<file path="config.mk">
export PLATFORM = sky130hd
export DESIGN_NAME = cpx_rtn_decode
export DESIGN_NICKNAME = d
export VERILOG_FILES = /design/src/rtl/cpx_rtn_decode_pkg.sv /design/src/rtl/nc_ld_cnt.sv /design/src/rtl/cpx_rtn_decode.sv
export SDC_FILE = /design/constraint.sdc
export NUM_CORES = 1
export LEC_CHECK = 0
export ABC_AREA = 0
export BUFFER_PORTS_ARGS = -buffer_cell sky130_fd_sc_hd__clkbuf_2
export CAP_MARGIN = 0
export CORE_MARGIN = 3
export CORE_UTILIZATION = 30
export CTS_CLUSTER_SIZE = 12
export DETAILED_ROUTE_END_ITERATION = 8
export PLACE_DENSITY = 0.65
export RECOVER_POWER = 50
export SETUP_SLACK_MARGIN = 0.15
export SYNTH_ARGS = -nofsm -noshare
export SYNTH_HDL_FRONTEND = slang
export SYNTH_HIERARCHICAL = 1
export SYNTH_SLANG_ARGS = --single-unit
</file>
<file path="constraint.sdc">
create_clock -name clk -period 3.4 [get_ports clk]
set_input_delay 0.17 -clock clk [delete_from_list [all_inputs] [get_ports clk]]
set_output_delay 0.17 -clock clk [all_outputs]
set_load 0.01 [all_outputs]
</file>
<file path="src/rtl/cpx_rtn_decode_pkg.sv">
// Shared CPX return-bus field map, type codes and decoded-field struct
// for the CPX return decode stage and its scoreboard.
package cpx_rtn_decode_pkg;

  localparam int CPX_VLD    = 144;
  localparam int CPX_RTN_HI = 143;
  localparam int CPX_RTN_LO = 140;
  localparam int CPX_NC     = 136;
  localparam int CPX_TID_HI = 135;
  localparam int CPX_TID_LO = 134;
  localparam int CPX_WV     = 133;

  localparam int TID_W = CPX_TID_HI - CPX_TID_LO + 1;

  localparam logic [3:0] LD_RTN = 4'b0000;
  localparam logic [4:0] PCX_LD = 5'b00000;

  typedef struct packed {
    logic             vld;
    logic [3:0]       rtntype;
    logic             nc;
    logic [TID_W-1:0] tid;
    logic             wv;
  } cpx_fields_t;

endpackage

</file>
<file path="src/rtl/nc_ld_cnt.sv">
// Saturating up/down counter of outstanding non-cacheable loads for one
// thread; flags a decrement at zero or an increment at the ceiling.
module nc_ld_cnt #(
  parameter int CNT_W = 3
) (
  input  logic clk,
  input  logic rst_l,
  input  logic inc,
  input  logic dec,
  output logic nonzero,
  output logic underflow,
  output logic overflow
);

  localparam logic [CNT_W-1:0] CNT_MAX = {CNT_W{1'b1}};

  logic [CNT_W-1:0] cnt_q;
  logic [CNT_W-1:0] cnt_d;

  // NOTE: every output of this block gets a default first, so no path
  // leaves a value unassigned and no latch is inferred.
  always_comb begin
    cnt_d     = cnt_q;
    underflow = 1'b0;
    overflow  = 1'b0;
    if (inc && !dec) begin
      if (cnt_q == CNT_MAX) overflow = 1'b1;
      else                  cnt_d    = cnt_q + CNT_W'(1);
    end else if (dec && !inc) begin
      if (cnt_q == '0) underflow = 1'b1;
      else             cnt_d     = cnt_q - CNT_W'(1);
    end
  end

  // NOTE: state is updated with non-blocking assignments so every flop
  // samples pre-edge values regardless of statement order.
  always_ff @(posedge clk or negedge rst_l) begin
    if (!rst_l) begin
      cnt_q   <= '0;
      nonzero <= 1'b0;
    end else begin
      cnt_q   <= cnt_d;
      nonzero <= (cnt_d != '0);
    end
  end

endmodule

</file>
<file path="src/rtl/cpx_rtn_decode.sv">
// Two-stage CPX return capture and decode for one core, plus a per-thread
// scoreboard of outstanding non-cacheable loads with sticky error flags.
module cpx_rtn_decode
  import cpx_rtn_decode_pkg::*;
#(
  parameter int CPX_W   = 145,
  parameter int NTHR    = 4,
  parameter int CNT_W   = 3,
  parameter int CORE_ID = 0
) (
  input  logic             clk,
  input  logic             rst_l,
  input  logic [CPX_W-1:0] cpx_pkt,
  input  logic             pcx_req_vld,
  input  logic [4:0]       pcx_rqtype,
  input  logic             pcx_nc,
  input  logic [TID_W-1:0] pcx_tid,
  output logic             cpxpkt_vld,
  output logic [3:0]       cpxpkt_rtntype,
  output logic             nc,
  output logic             wv,
  output logic [2:0]       coreid,
  output logic [NTHR-1:0]  nc_outstanding,
  output logic             err_unmatched,
  output logic             err_overflow
);

  cpx_fields_t cx_d;
  cpx_fields_t cx_q;
  cpx_fields_t cx2_q;

  assign cx_d = {cpx_pkt[CPX_VLD],
                 cpx_pkt[CPX_RTN_HI:CPX_RTN_LO],
                 cpx_pkt[CPX_NC],
                 cpx_pkt[CPX_TID_HI:CPX_TID_LO],
                 cpx_pkt[CPX_WV]};

  // Remaining payload bits and the CX2 thread id are not needed downstream.
  logic unused_bits;
  assign unused_bits = ^{cpx_pkt, cx2_q.tid};

  always_ff @(posedge clk or negedge rst_l) begin
    if (!rst_l) begin
      cx_q  <= '0;
      cx2_q <= '0;
    end else begin
      cx_q  <= cx_d;
      cx2_q <= cx_q;
    end
  end

  // Fields are forced to zero whenever the CX2 packet is not valid.
  assign cpxpkt_vld     = cx2_q.vld;
  assign cpxpkt_rtntype = cx2_q.vld ? cx2_q.rtntype : 4'b0000;
  assign nc             = cx2_q.vld & cx2_q.nc;
  assign wv             = cx2_q.vld & cx2_q.wv;
  assign coreid         = 3'(CORE_ID);

  logic            pcx_ld_nc;
  logic            cx_ld_nc;
  logic [NTHR-1:0] inc;
  logic [NTHR-1:0] dec;
  logic [NTHR-1:0] underflow;
  logic [NTHR-1:0] overflow;

  assign pcx_ld_nc = pcx_req_vld && (pcx_rqtype == PCX_LD) && pcx_nc;
  assign cx_ld_nc  = cx_q.vld && (cx_q.rtntype == LD_RTN) && cx_q.nc;

  for (genvar t = 0; t < NTHR; t++) begin : g_thr
    assign inc[t] = pcx_ld_nc && (pcx_tid  == TID_W'(t));
    assign dec[t] = cx_ld_nc  && (cx_q.tid == TID_W'(t));

    nc_ld_cnt #(
      .CNT_W(CNT_W)
    ) u_cnt (
      .clk      (clk),
      .rst_l    (rst_l),
      .inc      (inc[t]),
      .dec      (dec[t]),
      .nonzero  (nc_outstanding[t]),
      .underflow(underflow[t]),
      .overflow (overflow[t])
    );
  end

  always_ff @(posedge clk or negedge rst_l) begin
    if (!rst_l) begin
      err_unmatched <= 1'b0;
      err_overflow  <= 1'b0;
    end else begin
      err_unmatched <= err_unmatched | (|underflow);
      err_overflow  <= err_overflow  | (|overflow);
    end
  end

endmodule
</file>
==> impl_metrics.toml <==
[placement]
dp.cells = 284
dpl.hpwl_um = 2800
io_buffers = 32
placed_area_um2 = 2100
finalWeightedCongestion = 0.766

[sta]
fin_hold_ws_ns = 0.346
slew-limit-headroom_pct = -17.3
finalSetupViolations = 0
min_period_over_period_pct = 75.7
min_period_ns = 2.57
clock.fmax_mhz = 389
finalClockSkew_ns = 0.00728
final-max-slew-violation-count = 35
worst_slew_pin_slew_ns = 1.76
hold_viol = 0
tns_ns = 0
rsz0062_at_grt = "false"

[global_routing]
grt_pass1_wl_um = 6070
grt_use_total_pct = 10.7
grt_pass1_vias = 1355
grt_max_degree = 35
grt_overflow = 0
antenna_found_initial = 0

[drt]
dr.pass1.iters = 4
vias = 1396
drtAntennaViolNets = 0
wire_per_inst_um = 12.0
drc = 0
drtIter0Drc = 74
routed_wl_um = 3600
vias_per_cell = 4.65

[critical_path]
cp_slowest_cell = "nor3_1"
cp.depth = 6
crit_chain = "or4_4, nor3_1, nand2b_1, o22ai_2, xnor2_1, or3_1"
cp-end-kind = "flop"
path_delay_family = "simple AND/OR/NAND/NOR gates"
r2r_cells = 6
cp_max_fo = 6
worstSetupPathType = "reg2reg"
critPathBufInv = 0
cp_slowest_stage_delay_ns = 0.64
worstPathRequired_ns = 3.55
critPathArrivalTime_ns = 2.73
cp-start-kind = "flop"

[clock_tree]
clock_latency_ns = 0.28
cts-root-buf = "clkbuf_8"
clockBufferDepth = 2
htreeDepth = 2
cts_hold_buf = 8
cts_sinks = 34
cts_tree = "done"
post_cts_buffers = 0
cts-resized-gates = 0
cts_buffers = 5
clk_transition_reported_paths_ns = 0.07

[die]
start_util_pct = 32.2
core_um2 = 5710
die_area_um2 = 7100
rows = 27
ioPinCount = 172
fp.dieW_um = 84.3
die_h_um = 84.3

[cells_and_area]
final_util_pct = 40.2
diodes = 0
final_area_um2 = 2300
area_growth_pct = 25.0
nets = 396
finalNonFillerCells = 300
drive_above_1_share_pct = 22.4

[yosys]
seq_area_frac_synth_pct = 46.3
synth_top_area_share_pct = 46.3
avgSynthCellArea_um2 = 10.3
synthCells = 178
synth-main-ff-cell = "dfrtp_1"
synth_common_cells = "dfrtp_1 (34), nand2_1 (16), a211oi_1 (12), ha_1 (12), nor2b_1 (12)"
yosysTopAreaCell = "dfrtp_1"
async_reset_ff_share_pct = 100
ys_warn_count = 6
ys_seq_elements = 34
synth_area_um2 = 1840
synth_edf_count = 0
synth_most_common_cell = "dfrtp_1"
ys_top_cells_by_area = "dfrtp_1 (46%), ha_1 (8.2%), a211oi_1 (4.9%), nor2b_1 (4.1%), and2_1 (3.4%)"
ys_types = 26

[power]
power.density_nw_per_um2 = 460
power.leakage_nw = 1.05
vdd_drop_max_mv = 0.205

[run_status]
violations = "capacitance limit, slew limit"
status = "finished with violations"

[run]
maxCapViolations = 1

[min_path]
worstHoldPathType = "in2async"
-- worst paths after layout --
kind | endpoint | startpoint | slack, ns
max in group asynchronous | g_thr[1].u_cnt/cnt_q[2] | rst_l | 2.02
worst max-delay path | g_thr[3].u_cnt/nonzero | cx_q[5] | 0.83
min in group clk | cx2_q[0] | cx_q[0] | 0.35
worst min-delay path | g_thr[0].u_cnt/cnt_q[1] | rst_l | 0.35
worst max register to register | g_thr[3].u_cnt/nonzero | cx_q[5] | 0.83
worst min register to register | cx2_q[0] | cx_q[0] | 0.35
-- sequential cells by signal (all words and copies together), names as in the netlist --
name and cells:
err_unmatched 1, cpxpkt_vld 1, cx_q 9, g_thr.u_cnt/cnt_q 12, g_thr.u_cnt/nonzero 4, cx2_q 6
err_overflow 1
-- where the power goes --
group | internal (W) | total, W | leakage (nW) | switching (W)
combinational | 0.000109 | 0.000223 | 0.612 | 0.000114
sequential | 0.000438 | 0.000462 | 0.377 | 0.0000246
clock | 0.000234 | 0.000370 | 0.0573 | 0.000136
total | 0.000782 | 0.00106 | 1.05 | 0.000274
-- layer usage --
layer	track usage (%)	vias to the layer above	wire, µm
li1	-	713	-
met1	13.3	655	1630
met2	18.3	26	1790
met3	2.94	2	164
met4	2.63	0	6
met5	0	-	0
-- cell type report --
class	count	area, µm²
sequential	34	851
timing repair buffer	44	272
multi-input combinational	133	935
inverter	10	37.5
clock buffer	6	82.6
fill	548	3410
clock inverter	1	30.0
tap	72	90.1
-- cell usage in the layout (no fill, tap or decap) --
cell type and instances:
dlygate4sd3_1 9, or4b_1 1, and3_1 4, o22ai_2 4
ha_1 12, or4_1 5, nor3_1 7, a211oi_1 12
clkbuf_1 1, o21ai_0 4, nand2b_1 8, bufinv_16 1
nand2_1 16, buf_4 3, or3_1 4, inv_1 10
and2_1 10, conb_1 3, nor2_1 10, nor4_1 2
nand2b_4 4, nand4bb_1 1, a22o_1 4, clkbuf_8 6
clkbuf_2 31, xnor2_1 4, nor4b_2 1, or4_4 1
dfrtp_1 34, nor2b_1 12, nand3_1 4
-- through the flow --
stage | setup slack [ns] | total power, W
6_report | 0.826 | 0.00106
5_1_grt | 0.694 | 0.00112
4_1_cts | 0.797 | 0.00107
3_5_place_dp | 0.820 | 0.000687
3_3_place_gp | 0.829 | 0.000683
2_1_floorplan | 1.05 | 0.000630
-- worst register-to-register path, stage by stage, from the launching register on --
cell      delay, ns
dfrtp_1        0.40
or4_4          0.57
nor3_1         0.64
nand2b_1       0.25
o22ai_2        0.08
xnor2_1        0.14
or3_1          0.38
-- logic make-up after synthesis --
logic type / share of synthesized area, %
flip-flops: 46.3
AO/OA/AOI/OAI: 10.6
other: 0.204
adder cells (fa/ha/maj): 8.17
XOR/XNOR: 1.91
AND/OR/NAND/NOR: 29.5
buffers and inverters: 3.27
No activity file was read; power rests on OpenSTA's default activity.
